--- config.mk ---
export PLATFORM = sky130hd
export DESIGN_NAME = nor_bist_ctrl
export DESIGN_NICKNAME = d
export VERILOG_FILES = /design/src/rtl/nor_bist_ctrl.sv
export SDC_FILE = /design/constraint.sdc
export NUM_CORES = 1
export LEC_CHECK = 0
export ABC_AREA = 0
export CAP_MARGIN = 15
export CORE_MARGIN = 3
export CORE_UTILIZATION = 40
export DETAILED_ROUTE_END_ITERATION = 10
export PLACE_DENSITY_LB_ADDON = 0.25
export SLEW_MARGIN = 40
export SYNTH_ARGS = -nofsm -noshare
export SYNTH_HDL_FRONTEND = slang
export SYNTH_SLANG_ARGS = --single-unit
--- constraint.sdc ---
create_clock -name clk -period 4.2 [get_ports clk]
set_clock_uncertainty 0.2 [all_clocks]
set_input_delay 1.05 -clock clk [delete_from_list [all_inputs] [get_ports clk]]
set_output_delay 1.05 -clock clk [all_outputs]
set_load 0.02 [all_outputs]
--- src/rtl/nor_bist_ctrl.sv ---
// nor_bist_ctrl: built-in self-test controller for a two-input NOR cell.
//
// On an accepted start it drives {dut_a, dut_b} through 00, 01, 10, 11 for ITER sweeps.
// Each vector is held for one APPLY cycle, SETTLE_CYCLES settle cycles and one SAMPLE
// cycle. dut_y is compared with the expected NOR value at the edge that ends SAMPLE.
//
// Parameters:
//   SETTLE_CYCLES  settle cycles before sampling dut_y (1..15)
//   ITER           full truth-table sweeps per run (1..255)
// Ports:
//   clk, rst_n     clock; synchronous active-low reset
//   start, abort   run request (honoured only in IDLE); abort of a run in progress
//   dut_a, dut_b   drive the NOR cell inputs (a is the vector MSB)
//   dut_y          NOR cell output
//   busy           high in APPLY/SETTLE/SAMPLE
//   done           one-cycle pulse at run completion
//   pass           result of the last completed run; cleared on start
//   err_cnt        saturating mismatch count
//   fail_vec       sticky per-vector failure map
// Build option:
//   NOR_BIST_FAILVEC_EN  builds the fail_vec flops; when undefined, fail_vec is tied to 0.

module nor_bist_ctrl #(
    parameter int unsigned SETTLE_CYCLES = 2,
    parameter int unsigned ITER          = 1
) (
    input  logic       clk,
    input  logic       rst_n,
    input  logic       start,
    input  logic       abort,
    output logic       dut_a,
    output logic       dut_b,
    input  logic       dut_y,
    output logic       busy,
    output logic       done,
    output logic       pass,
    output logic [7:0] err_cnt,
    output logic [3:0] fail_vec
);

    localparam logic [3:0] SettleLast = 4'(SETTLE_CYCLES - 1);
    localparam logic [7:0] SweepLast  = 8'(ITER - 1);

    typedef enum logic [2:0] {StIdle, StApply, StSettle, StSample, StDone} state_e;

    state_e     state_q, state_d;
    logic [1:0] vec_q, vec_d;
    logic [7:0] sweep_q, sweep_d;
    logic [3:0] settle_q, settle_d;
    logic [7:0] err_q, err_d;
    logic       busy_q, busy_d;
    logic       done_q, done_d;
    logic       pass_q, pass_d;

    logic run_active;
    logic accept;
    logic sample_en;
    logic mismatch;

    assign run_active = (state_q == StApply) || (state_q == StSettle) || (state_q == StSample);
    assign accept     = (state_q == StIdle) && start && !abort;
    // abort wins over a compare in the same cycle, so that sample is dropped
    assign sample_en  = (state_q == StSample) && !abort;
    // expected NOR output is 1 only for vector 00
    assign mismatch   = dut_y != (vec_q == 2'd0);

    // State register
    always_ff @(posedge clk) begin
        if (!rst_n) begin
            state_q  <= StIdle;
            vec_q    <= 2'd0;
            sweep_q  <= 8'd0;
            settle_q <= 4'd0;
            err_q    <= 8'd0;
            busy_q   <= 1'b0;
            done_q   <= 1'b0;
            pass_q   <= 1'b0;
        end else begin
            state_q  <= state_d;
            vec_q    <= vec_d;
            sweep_q  <= sweep_d;
            settle_q <= settle_d;
            err_q    <= err_d;
            busy_q   <= busy_d;
            done_q   <= done_d;
            pass_q   <= pass_d;
        end
    end

    // Next-state logic
    always_comb begin
        state_d = state_q;
        unique case (state_q)
            StIdle:   if (start && !abort) state_d = StApply;
            StApply:  state_d = abort ? StIdle : StSettle;
            StSettle: begin
                if (abort)                         state_d = StIdle;
                else if (settle_q == SettleLast)   state_d = StSample;
            end
            StSample: begin
                if (abort)                                         state_d = StIdle;
                else if (vec_q != 2'd3 || sweep_q != SweepLast)    state_d = StApply;
                else                                               state_d = StDone;
            end
            StDone:   state_d = StIdle;
            default:  state_d = StIdle;
        endcase
    end

    // Datapath: vector index, sweep and settle counters, mismatch count
    always_comb begin
        vec_d    = vec_q;
        sweep_d  = sweep_q;
        settle_d = settle_q;
        err_d    = err_q;
        case (state_q)
            StIdle: begin
                if (accept) begin
                    vec_d   = 2'd0;
                    sweep_d = 8'd0;
                    err_d   = 8'd0;
                end
            end
            StApply:  settle_d = 4'd0;
            StSettle: settle_d = settle_q + 4'd1;
            StSample: begin
                if (sample_en) begin
                    if (mismatch && err_q != 8'hFF) err_d = err_q + 8'd1;
                    // wrapping to 00 also parks the inputs when the run finishes
                    vec_d = vec_q + 2'd1;
                    if (vec_q == 2'd3 && sweep_q != SweepLast) sweep_d = sweep_q + 8'd1;
                end
            end
            default: ;
        endcase
        if (run_active && abort) vec_d = 2'd0;
    end

    // Registered outputs, derived from the next state
    always_comb begin
        busy_d = (state_d == StApply) || (state_d == StSettle) || (state_d == StSample);
        done_d = (state_d == StDone);
        pass_d = pass_q;
        if (accept)              pass_d = 1'b0;
        if (state_d == StDone)   pass_d = (err_d == 8'd0);
    end

    assign dut_a   = vec_q[1];
    assign dut_b   = vec_q[0];
    assign busy    = busy_q;
    assign done    = done_q;
    assign pass    = pass_q;
    assign err_cnt = err_q;

`ifdef NOR_BIST_FAILVEC_EN
    logic [3:0] fail_q, fail_d;

    always_comb begin
        fail_d = fail_q;
        if (accept)                      fail_d = 4'd0;
        else if (sample_en && mismatch)  fail_d[vec_q] = 1'b1;
    end

    always_ff @(posedge clk) begin
        if (!rst_n) fail_q <= 4'd0;
        else        fail_q <= fail_d;
    end

    assign fail_vec = fail_q;
`else
    assign fail_vec = 4'd0;
`endif

endmodule

==> impl.org <==
** Placed design
- Detailed-placement wirelength estimate :: 2.58 mm
- Routability congestion estimate :: 0.879
- I/O Buffers :: 17
- In this run the cell area measured after placement is 1780 µm².

** Drt
- Routed wire length :: 3.42 mm
- 1st-iter DRT viols :: 100
- Post-route DRC violation count :: 0
- In the final routed layout, each cell accounts on average for 13.2 µm.
- First-pass detailed-route iteration total :: 4
- Remaining number of nets flagged by the antenna check after routing :: 0
- The routed layout has 1401 vias.
- In the routed layout, each cell is associated on average with a via count of 5.39.

** Worst setup path
- Arrival @ worst endpoint :: 3.24 ns
- For the worst setup path, the data required time is 4.19 ns.
- The critical path goes through clkdlybuf4s50_1 -> nand4bb_1 -> a211oi_4 -> a31o_1 -> a31oi_1 -> o21bai_1 -> o31ai_2.
- In this run the worst path has a maximum fanout of 10.
- The largest individual stage delay along the critical path comes from the cell a211oi_4.
- In this run the register-to-register setup slack is 1.58 ns.
- The worst register-to-register path ends at pass.
- Worst Path Buf+Inv :: 1
- FF-to-FF path depth :: 6
- Worst Setup Start Kind :: input port
- The worst register-to-register path begins at state_q[0].
- Nature of the critical path endpoint :: flip-flop
- Top cell family by delay on the critical path :: compound AO/OA/AOI/OAI gates
- The worst setup path is of the in2reg kind.
- The largest single stage delay on the critical path is 0.54 ns.

** Pwr
- For this design the static power due to leakage is 0.644 nW.
- Largest vdd supply drop :: 0.251 mV
- Dividing total power by cell area gives a power density of 257 nW/µm².
- Overall power consumption after layout is estimated at 472 µW.

** Run
- The tool flagged a number of max-cap violations equal to 0.

** Worst hold path
- In this run the worst hold path is classified as reg2reg.
- The worst hold path passes through 2 cells.
- Min-Delay Startpoint :: sweep_q[1]
- Hold Crit Endpoint :: sweep_q[1]

** Floorplan
- Effective utilization at floorplan :: 0.427
- From bottom edge to top edge, the die measures 69.2 µm.
- Horizontal extent of the die :: 69.2 µm
- The floorplan step defined a die boundary enclosing 4790 µm².
- Number of top-level pins :: 22
- In this run the core area contains 22 standard-cell rows.
- The core region is 3740 µm².

** Cells and area
- Finished Cell Area :: 1830 µm²
- The final layout contains 225 nets.
- Number of inserted diodes :: 0
- The area growth from synthesis to layout is 14.7%.
- Layout filler cell count :: 385
- Share of cells above drive strength 1 :: 0.0519

** Yosys
- Synthesis handed over a netlist of 198 instances.
- Primary FF master, synth :: dfxtp_1
- Syn Area/Cell :: 8.08 µm²
- Sequential fraction of the synthesis area :: 0.351
- Number of synthesized flops with an enable pin :: 0
- In the post-synthesis netlist, the biggest area contributors are dfxtp_1, ha_1, nor2_1.
- Synth top area share :: 0.351
- Area of the mapped netlist :: 1600 µm²
- Counting flops with an async set or reset pin after synthesis yields a share of 0.
- Yosys reg bits :: 28
- The largest total area in the synthesized netlist belongs to dfxtp_1.
- Yosys printed 0 warnings.
- Netlist cell types :: 45

** GRT
- Largest net degree at the start of global routing :: 18
- For this run the aggregate overflow at the end of global routing stands at 0.
- For this run, the total global-route usage over all layers was measured as 0.147.
- Number of global-route vias before repair :: 1284
- The initial antenna violation count came to 0.
- First-pass GRT wire length :: 5.82 mm

** Timing
- Setup total negative slack on the finished layout was measured at 0 ns.
- Min Clock Period, post-route :: 3.24 ns
- Max-slew violation total from the final report :: 0
- Hold timing on the final database bottoms out at a slack of 0.299 ns.
- Final clock period utilization by the worst path :: 0.772
- Setup repair after global routing left no endpoint under its margin.
- Final count of negative-setup-slack endpoints :: 0
- Least-Margin Pin Slew :: 0.521 ns
- Max-slew headroom :: 0.652
- The final-report hold violation count is 0.
- Upper clock frequency limit :: 308 MHz

** Clocking
- Maximum count of clock buffers along a single path :: 2
- Cells resized by post-CTS repair :: 0
- CTS tree :: done
- In this run the number of H-tree levels came out at 1.
- Cts hold-fix bufs :: 0
- CTS sink count :: 28
- CTS Root Cell :: clkbuf_8
- Clock latency of the later-clocked register in the worst-skew pair :: 0.27 ns
- Counting the buffers created by CTS gives 3.
- Once the clock tree was built, the setup fixing pass inserted 0 buffers.
- Clock-pin slew was measured on the worst setup and hold paths at 0.10 ns.

** Status
- Outcome :: finished, final reports clean
[metrics by stage]
step | worst slack [ns] | instances | utilization
final | 0.957 | 260 | 0.490
after global routing | 0.746 | 260 | 0.490
after CTS | 0.976 | 260 | 0.490
after detailed placement | 0.675 | 256 | 0.475
after global placement | 0.760 | 256 | 0.475
after floorplan | 1.56 | 201 | -
[layer usage]
metal	vias to the layer above	wire length (µm)	part of all wire	track usage
met4	0	17	0.0050	0.0369
met1	650	1650	0.48	0.197
met3	2	149	0.044	0.0348
met2	25	1600	0.47	0.237
li1	724	-	-	-
met5	-	0	0	0
[synth_stat cells, types with 2 or more instances]
| master | n |
|---|---|
| nand2_1 | 17 |
| and2_1 | 2 |
| inv_1 | 10 |
| nor3_1 | 8 |
| clkinv_1 | 2 |
| and3_1 | 4 |
| o211ai_1 | 4 |
| dfxtp_1 | 28 |
| ha_1 | 7 |
| nor2_1 | 23 |
| xnor2_1 | 4 |
| xor2_1 | 5 |
| nand3_1 | 10 |
| nor4_1 | 5 |
| a211oi_1 | 2 |
| a31oi_1 | 3 |
| a2bb2oi_1 | 2 |
| mux2i_1 | 2 |
| or4b_4 | 2 |
| clkbuf_1 | 3 |
| buf_4 | 6 |
| nand2b_1 | 2 |
| o21ai_0 | 10 |
| a21oi_1 | 14 |
| nand4_1 | 3 |
[cells by family (layout without fill, tap and decap cells)]
family                   after synthesis  count (layout)  synth area share
AND/OR/NAND/NOR                       86              86             0.287
multiplexers                           2               2            0.0125
adder cells (fa/ha/maj)                7               7            0.0548
buffers and inverters                 22              33            0.0665
flip-flops                            28              28             0.351
AO/OA/AOI/OAI                         43              43             0.177
other                                  1               4           0.00235
XOR/XNOR                               9               9            0.0493
[layout make-up]
| cell class | count | area, µm² | area share |
|---|---|---|---|
| inverters | 12 | 45.0 | 0.0246 |
| well taps | 48 | 60.1 | 0.0327 |
| multi-input cells | 151 | 943 | 0.514 |
| repair buffers | 17 | 170 | 0.0928 |
| flip-flops and latches | 28 | 561 | 0.306 |
| clock buffers | 4 | 55.1 | 0.0300 |
[registers in the layout, indices dropped and copies added (netlist names)]
register  flops
pass          1
err_cnt       8
state_q       3
vec_q         2
settle_q      4
sweep_q       8
done          1
busy          1
[tightest hold or removal path, cell delays in order, from the launching register on]
cell	delay, ns
dfxtp_1	0.34
nand2_1	0.06
a21oi_1	0.05
[power breakdown]
group	switching (mW)	internal [mW]
combinational	0.0220	0.0125
clock	0.0837	0.0839
sequential	0.00324	0.267
total	0.109	0.363
[worst max-delay path by stage]
| stage | start | end | slack [ns] | cells past startpoint |
|---|---|---|---|---|
| 2_1_floorplan | abort | pass | 1.56 | 7 |
| 6_report | abort | pass | 0.96 | 7 |
| 4_1_cts | abort | pass | 0.98 | 7 |
| 5_1_grt | abort | pass | 0.75 | 7 |
| 3_3_place_gp | abort | pass | 0.76 | 7 |
| 3_5_place_dp | abort | pass | 0.67 | 7 |
[layout by cell type, fill, tap and decap left out, drive strengths merged, types with 2 or more instances in the layout]
cell	Yosys	layout
a211oi	3	3
a21oi	15	15
a2bb2oi	2	2
a31oi	3	3
and2	2	2
and3	4	4
clkbuf	3	4
clkdlybuf4s50	0	17
clkinv	2	2
conb	1	4
dfxtp	28	28
ha	7	7
inv	10	10
mux2i	2	2
nand2	17	17
nand2b	3	3
nand3	10	10
nand4	3	3
nor2	23	23
nor3	9	9
nor4	5	5
o211ai	4	4
o21ai	10	10
or4b	3	3
xnor2	4	4
xor2	5	5
No activity file was read; power rests on OpenSTA's default activity.
